### config.mk
export PLATFORM = sky130hd
export DESIGN_NAME = vga_pattern_gen
export DESIGN_NICKNAME = d
export VERILOG_FILES = /design/src/rtl/vga_pkg.sv /design/src/rtl/vga_axis_counter.sv /design/src/rtl/vga_pattern_gen.sv
export SDC_FILE = /design/constraint.sdc
export NUM_CORES = 1
export LEC_CHECK = 0
export ABC_AREA = 1
export CAP_MARGIN = 25
export CORE_UTILIZATION = 54
export CTS_CLUSTER_DIAMETER = 40
export DETAILED_ROUTE_END_ITERATION = 10
export PLACE_DENSITY_LB_ADDON = 0.25
export RECOVER_POWER = 25
export REMOVE_ABC_BUFFERS = 1
export SETUP_SLACK_MARGIN = 0.1
export SYNTH_ARGS = -nofsm -noshare
export SYNTH_HDL_FRONTEND = slang
export SYNTH_SLANG_ARGS = --single-unit
### constraint.sdc
create_clock -name clk -period 3.6 [get_ports clk]
set_clock_uncertainty 0.15 [all_clocks]
set_input_delay 0.36 -clock clk [delete_from_list [all_inputs] [get_ports clk]]
set_output_delay 0.36 -clock clk [all_outputs]
set_load 0.05 [all_outputs]
### src/rtl/vga_pkg.sv
// Shared types and constants for the VGA test-pattern generator.
package vga_pkg;

    typedef enum logic [1:0] {
        MODE_SOLID = 2'd0,
        MODE_GRAD  = 2'd1,
        MODE_BARS  = 2'd2,
        MODE_CHECK = 2'd3
    } mode_t;

    // {R,G,B} enables for bars 0..7, left to right.
    localparam logic [2:0] BAR_MASK [8] = '{
        3'b111, 3'b110, 3'b011, 3'b010, 3'b101, 3'b100, 3'b001, 3'b000
    };

    function automatic int axis_total(input int active, input int front,
                                      input int sync, input int back);
        return active + front + sync + back;
    endfunction

endpackage

### src/rtl/vga_axis_counter.sv
// One timing axis: counter over active/front/sync/back with region decode.
module vga_axis_counter
    import vga_pkg::*;
#(
    parameter int ACTIVE = 800,
    parameter int FRONT  = 40,
    parameter int SYNC   = 128,
    parameter int BACK   = 88,
    parameter bit POL    = 1'b1,
    localparam int TOTAL = axis_total(ACTIVE, FRONT, SYNC, BACK),
    localparam int CW    = $clog2(TOTAL)
) (
    input  logic          clk,
    input  logic          reset,
    input  logic          advance,
    output logic [CW-1:0] cnt,
    output logic          wrap,
    output logic          active,
    output logic          sync
);

    localparam logic [CW-1:0] LAST       = CW'(TOTAL - 1);
    localparam logic [CW-1:0] ACT_END    = CW'(ACTIVE);
    localparam logic [CW-1:0] SYNC_FIRST = CW'(ACTIVE + FRONT);
    localparam logic [CW-1:0] SYNC_LAST  = CW'(ACTIVE + FRONT + SYNC - 1);

    // NOTE: state registers use non-blocking assignments so every flop samples pre-edge values.
    always_ff @(posedge clk or posedge reset) begin
        if (reset)
            cnt <= '0;
        else if (advance)
            cnt <= wrap ? '0 : cnt + 1'b1;
    end

    assign wrap   = advance && (cnt == LAST);
    assign active = (cnt < ACT_END);
    assign sync   = (cnt >= SYNC_FIRST && cnt <= SYNC_LAST) ? POL : !POL;

endmodule

### src/rtl/vga_pattern_gen.sv
// VGA timing generator with frame-synchronous selectable RGB test patterns.
module vga_pattern_gen
    import vga_pkg::*;
#(
    parameter int WIDTH      = 800,
    parameter int HEIGHT     = 600,
    parameter int H_FRONT    = 40,
    parameter int H_SYNC     = 128,
    parameter int H_BACK     = 88,
    parameter int V_FRONT    = 1,
    parameter int V_SYNC     = 4,
    parameter int V_BACK     = 23,
    parameter bit H_POL      = 1'b1,
    parameter bit V_POL      = 1'b1,
    parameter int COLOR_W    = 8,
    parameter int CHECK_LOG2 = 5
) (
    input  logic                        clk,
    input  logic                        reset,
    input  logic [1:0]                  mode,
    input  logic [3*COLOR_W-1:0]        color,
    output logic                        h_sync,
    output logic                        v_sync,
    output logic                        de,
    output logic [3*COLOR_W-1:0]        data,
    output logic [$clog2(WIDTH)-1:0]    x,
    output logic [$clog2(HEIGHT)-1:0]   y,
    output logic                        frame,
    output logic                        line
);

    localparam int H_TOTAL = axis_total(WIDTH, H_FRONT, H_SYNC, H_BACK);
    localparam int V_TOTAL = axis_total(HEIGHT, V_FRONT, V_SYNC, V_BACK);
    localparam int HCW     = $clog2(H_TOTAL);
    localparam int VCW     = $clog2(V_TOTAL);
    localparam int XW      = $clog2(WIDTH);
    localparam int YW      = $clog2(HEIGHT);
    localparam int PW      = 3 * COLOR_W;
    localparam int BAR_W   = WIDTH / 8;
    localparam int BPW     = (BAR_W > 1) ? $clog2(BAR_W) : 1;
    localparam logic [BPW-1:0] BAR_LAST = BPW'(BAR_W - 1);

    logic [HCW-1:0] h_cnt;
    logic [VCW-1:0] v_cnt;
    logic           h_wrap, v_wrap;
    logic           h_active, v_active;
    logic           h_sync_c, v_sync_c;

    vga_axis_counter #(
        .ACTIVE(WIDTH), .FRONT(H_FRONT), .SYNC(H_SYNC), .BACK(H_BACK), .POL(H_POL)
    ) u_h_axis (
        .clk(clk), .reset(reset), .advance(1'b1),
        .cnt(h_cnt), .wrap(h_wrap), .active(h_active), .sync(h_sync_c)
    );

    vga_axis_counter #(
        .ACTIVE(HEIGHT), .FRONT(V_FRONT), .SYNC(V_SYNC), .BACK(V_BACK), .POL(V_POL)
    ) u_v_axis (
        .clk(clk), .reset(reset), .advance(h_wrap),
        .cnt(v_cnt), .wrap(v_wrap), .active(v_active), .sync(v_sync_c)
    );

    // The vertical wrap is the last cycle of the frame: inputs latch only here.
    mode_t          cur_mode;
    logic [PW-1:0]  cur_color;

    always_ff @(posedge clk or posedge reset) begin
        if (reset) begin
            cur_mode  <= MODE_SOLID;
            cur_color <= '0;
        end else if (v_wrap) begin
            cur_mode  <= mode_t'(mode);
            cur_color <= color;
        end
    end

    // Bar index tracks h_cnt without a divider; the last bar soaks up the remainder.
    logic [2:0]     bar_idx;
    logic [BPW-1:0] bar_pix;

    always_ff @(posedge clk or posedge reset) begin
        if (reset) begin
            bar_idx <= '0;
            bar_pix <= '0;
        end else if (h_wrap) begin
            bar_idx <= '0;
            bar_pix <= '0;
        end else if (bar_pix == BAR_LAST) begin
            bar_pix <= '0;
            if (bar_idx != 3'd7)
                bar_idx <= bar_idx + 3'd1;
        end else begin
            bar_pix <= bar_pix + 1'b1;
        end
    end

    logic               pix_active;
    logic [PW-1:0]      pix_data;
    logic [COLOR_W-1:0] ramp;
    logic [2:0]         mask;

    assign pix_active = h_active && v_active;

    always_comb begin
        // NOTE: every combinational output gets a default first, so no path can infer a latch.
        pix_data = '0;
        ramp     = COLOR_W'(h_cnt);
        mask     = BAR_MASK[bar_idx];
        if (pix_active) begin
            case (cur_mode)
                MODE_SOLID: pix_data = cur_color;
                MODE_GRAD:  pix_data = {3{ramp}};
                MODE_BARS:  pix_data = {{COLOR_W{mask[2]}}, {COLOR_W{mask[1]}}, {COLOR_W{mask[0]}}};
                MODE_CHECK: pix_data = (h_cnt[CHECK_LOG2] ^ v_cnt[CHECK_LOG2]) ? '1 : '0;
                default:    pix_data = '0;
            endcase
        end
    end

    always_ff @(posedge clk or posedge reset) begin
        if (reset) begin
            h_sync <= !H_POL;
            v_sync <= !V_POL;
            de     <= 1'b0;
            data   <= '0;
            x      <= '0;
            y      <= '0;
            frame  <= 1'b0;
            line   <= 1'b0;
        end else begin
            h_sync <= h_sync_c;
            v_sync <= v_sync_c;
            de     <= pix_active;
            data   <= pix_data;
            x      <= pix_active ? XW'(h_cnt) : '0;
            y      <= pix_active ? YW'(v_cnt) : '0;
            frame  <= (h_cnt == '0) && (v_cnt == '0);
            line   <= (h_cnt == '0) && v_active;
        end
    end

endmodule

==> metrics.txt <==
outcome complete, but fails checks; failing checks max-capacitance violations, max-slew violations; Peak Freq 394 MHz; count of yosys warnings during synthesis 0; kind of critical path primary input to async pin; number of flops mapped to enable cells by yosys 0; post-synthesis instance total 560; total of flip-flops plus latches after synthesis 106; fraction of the yosys area taken by sequential cells 55.0%; Post-DRT Antenna Nets 0; post-detailed-routing wire length 10.6 mm; kind of start point of the critical path primary input; maximum fanout along the worst path 60; CTS tree done; total via count after detailed routing 3992; cell area reported after detailed placement 5620 µm²; cell breakdown of the critical path clkdlybuf4s50_1, inv_1, buf_4; highest-delay cell along the critical path sky130_fd_sc_hd__inv_1; num ports 77; library cell occupying the most area in the post-synthesis netlist sky130_fd_sc_hd__dfrtp_1; path category of the worst min-delay check flip-flop to flip-flop; number of port buffers 76; share of Yosys cell area claimed by the top area cell type 55.0%; Post-Syn Area per Cell 8.61 µm²; Distinct cells, synth 28; max_cap viols 1; leading cell types by total area after synthesis sky130_fd_sc_hd__dfrtp_1 55%, sky130_fd_sc_hd__nand2_1 11%, sky130_fd_sc_hd__nand3_1 7.9%; most common library cells after synthesis 142 x sky130_fd_sc_hd__nand2_1, 106 x sky130_fd_sc_hd__dfrtp_1, 76 x sky130_fd_sc_hd__nand3_1; Core Box Area 8680 µm²; placed wire-length estimate after detailed placement 7.47 mm; buffers from clock root to sink, at most 2; actual slew at the worst max-slew pin 2.26 ns; floorplan die height 96.5 µm; number of buffer and inverter stages on the critical path 3; setup TNS after final layout 0 ns; ratio of routed vias to standard cells 5.39; final setup vio count 0; power per cell area 334 nW/µm²; layout overhead on the synthesized area 20.3%; Final Cycle Share 70.5%; fraction of layout instances using a drive strength above 1 5.85%; number of setup buffers added after CTS 0; post-synthesis instance area 4820 µm²; number of antenna violations at the first check in global routing 0; Worst Setup End Kind async pin; required time of the critical path 3.98 ns; number of sinks handled by clock tree synthesis 106; number of remaining DRC errors 0; vias in the first global route 3740; drt first pass iters 5; remaining max-slew budget at the tightest pin -50.8%; clock root buffer master sky130_fd_sc_hd__clkbuf_8; Net count, final 664; number of CTS-inserted buffers 9; Worst path max stage delay 1.58 ns; Die ar. 9310 µm²; cell with the most instances after synthesis sky130_fd_sc_hd__nand2_1; Placer Congestion 0.905; detail-routed net length per standard cell 14.3 µm; level count of the clock H-tree 3; largest net degree at the start of global routing 61; hold violation total from the final report 0; row count 34; CP top delay family buffers and inverters; Most used DFF post-synth sky130_fd_sc_hd__dfrtp_1; clock insertion delay at the later pin of the skew report 0.37 ns; unrepaired setup endpoints after global routing false; final global-route overflow total 0; minimum period implied by the final worst setup slack 2.54 ns; final design area excluding fillers 5800 µm²; final-report max-slew violation count 61; arrival time at the worst endpoint 2.92 ns; initial core utilization 55.5%; worst IR drop on VDD 0.000177 V; number of buffers inserted by hold repair at cts 0; initial detailed-routing violation count 259; proportion of register bits with asynchronous set or reset after synthesis 100%; gr usage total 25.0%; diode count 0; wire length of the first global-routing pass 17.6 mm; horizontal die dimension 96.5 µm; clock slew seen by the registers of the worst setup and hold paths 0.10 ns; Post-CTS Resized 0; static power due to leakage 0.00270 µW
## placed cells by master, fill, tap and decap left out
cell,n
sky130_fd_sc_hd__nor3b_1,2
sky130_fd_sc_hd__o211ai_1,2
sky130_fd_sc_hd__ha_1,9
sky130_fd_sc_hd__nand2_2,2
sky130_fd_sc_hd__nor3_1,5
sky130_fd_sc_hd__nor2_2,1
sky130_fd_sc_hd__nand3b_1,3
sky130_fd_sc_hd__buf_4,6
sky130_fd_sc_hd__nor2_8,1
sky130_fd_sc_hd__a31oi_1,1
sky130_fd_sc_hd__o21ai_0,8
sky130_fd_sc_hd__dfrtp_1,106
sky130_fd_sc_hd__nand4_1,30
sky130_fd_sc_hd__inv_6,2
sky130_fd_sc_hd__clkinv_4,3
sky130_fd_sc_hd__nand3_1,76
sky130_fd_sc_hd__inv_2,7
sky130_fd_sc_hd__inv_1,61
sky130_fd_sc_hd__clkbuf_8,10
sky130_fd_sc_hd__clkinv_1,1
sky130_fd_sc_hd__a21oi_1,4
sky130_fd_sc_hd__nor2_1,55
sky130_fd_sc_hd__xor2_1,10
sky130_fd_sc_hd__xnor2_1,2
sky130_fd_sc_hd__nand2_1,143
sky130_fd_sc_hd__nor2_4,3
sky130_fd_sc_hd__o21ai_2,1
sky130_fd_sc_hd__clkdlybuf4s50_1,76
sky130_fd_sc_hd__clkinv_2,1
sky130_fd_sc_hd__o21ai_1,1
## flip-flops by register name, indices dropped and copies added (netlist names)
name / flops
h_sync: 1
u_h_axis.cnt: 11
bar_idx: 3
data: 24
u_v_axis.cnt: 10
v_sync: 1
cur_mode: 2
y: 10
bar_pix: 7
x: 10
de: 1
frame: 1
line: 1
cur_color: 24
## final cells by class
cell class                 count  area [µm²]
tap                          108         135
clock buffer                  10         138
timing repair buffer          82         806
clock inverter                 6        48.8
fill                         745        2880
inverter                      69         259
sequential                   106        2650
multi-input combinational    359        1760
## metrics by stage
step	hold WS [ns]	std cells	setup WS, ns	utilization [%]	total power (µW)
finish	0.324	740	1.06	66.8	1940
global route	0.345	740	0.535	66.8	2010
CTS	0.325	740	1.27	66.9	1950
detailed placement	0.310	724	1.29	64.7	1270
global placement	0.295	724	1.36	64.7	1270
floorplan	0.283	534	0.301	-	1230
## cells by family after synthesis
kind of cell,synth area share [%]
adders and majority gates,2.34
xor gates and xnor gates,2.18
buffers and inverters,8.41
AOI/OAI and AO/OA,1.97
and+or+nand+nor,30.1
DFF,55.0
## path summary, 6_finish.rpt
| check | start | to | slack (ns) | depth (start not counted) |
|---|---|---|---|---|
| max in group clk | u_h_axis.cnt[1] | u_v_axis.cnt[9] | 1.19 | 8 |
| hold reg to reg | bar_pix[0] | bar_pix[0] | 0.32 | 1 |
| setup reg to reg | u_h_axis.cnt[1] | u_v_axis.cnt[9] | 1.19 | 8 |
| setup / recovery | reset | cur_color[1] | 1.06 | 3 |
| hold / removal | bar_pix[0] | bar_pix[0] | 0.32 | 1 |
| min in group asynchronous | reset | y[1] | 0.90 | 2 |
## layer usage
metal / part of all wire [%] / vias to the layer above / GRT usage [%]
li1: - / 1913 / -
met1: 44 / 1914 / 35.3
met2: 49 / 146 / 39.2
met3: 5.4 / 19 / 4.93
met4: 1.7 / 0 / 7.48
met5: 0 / - / 0
## power by group
group | leakage [µW] | total, µW | switching, µW | internal, µW
registers | 0.00118 | 1190 | 0 | 1190
logic | 0.00142 | 54.5 | 27.4 | 27.1
clock network | 0.0000972 | 694 | 416 | 278
No activity file was read; power rests on OpenSTA's default activity.
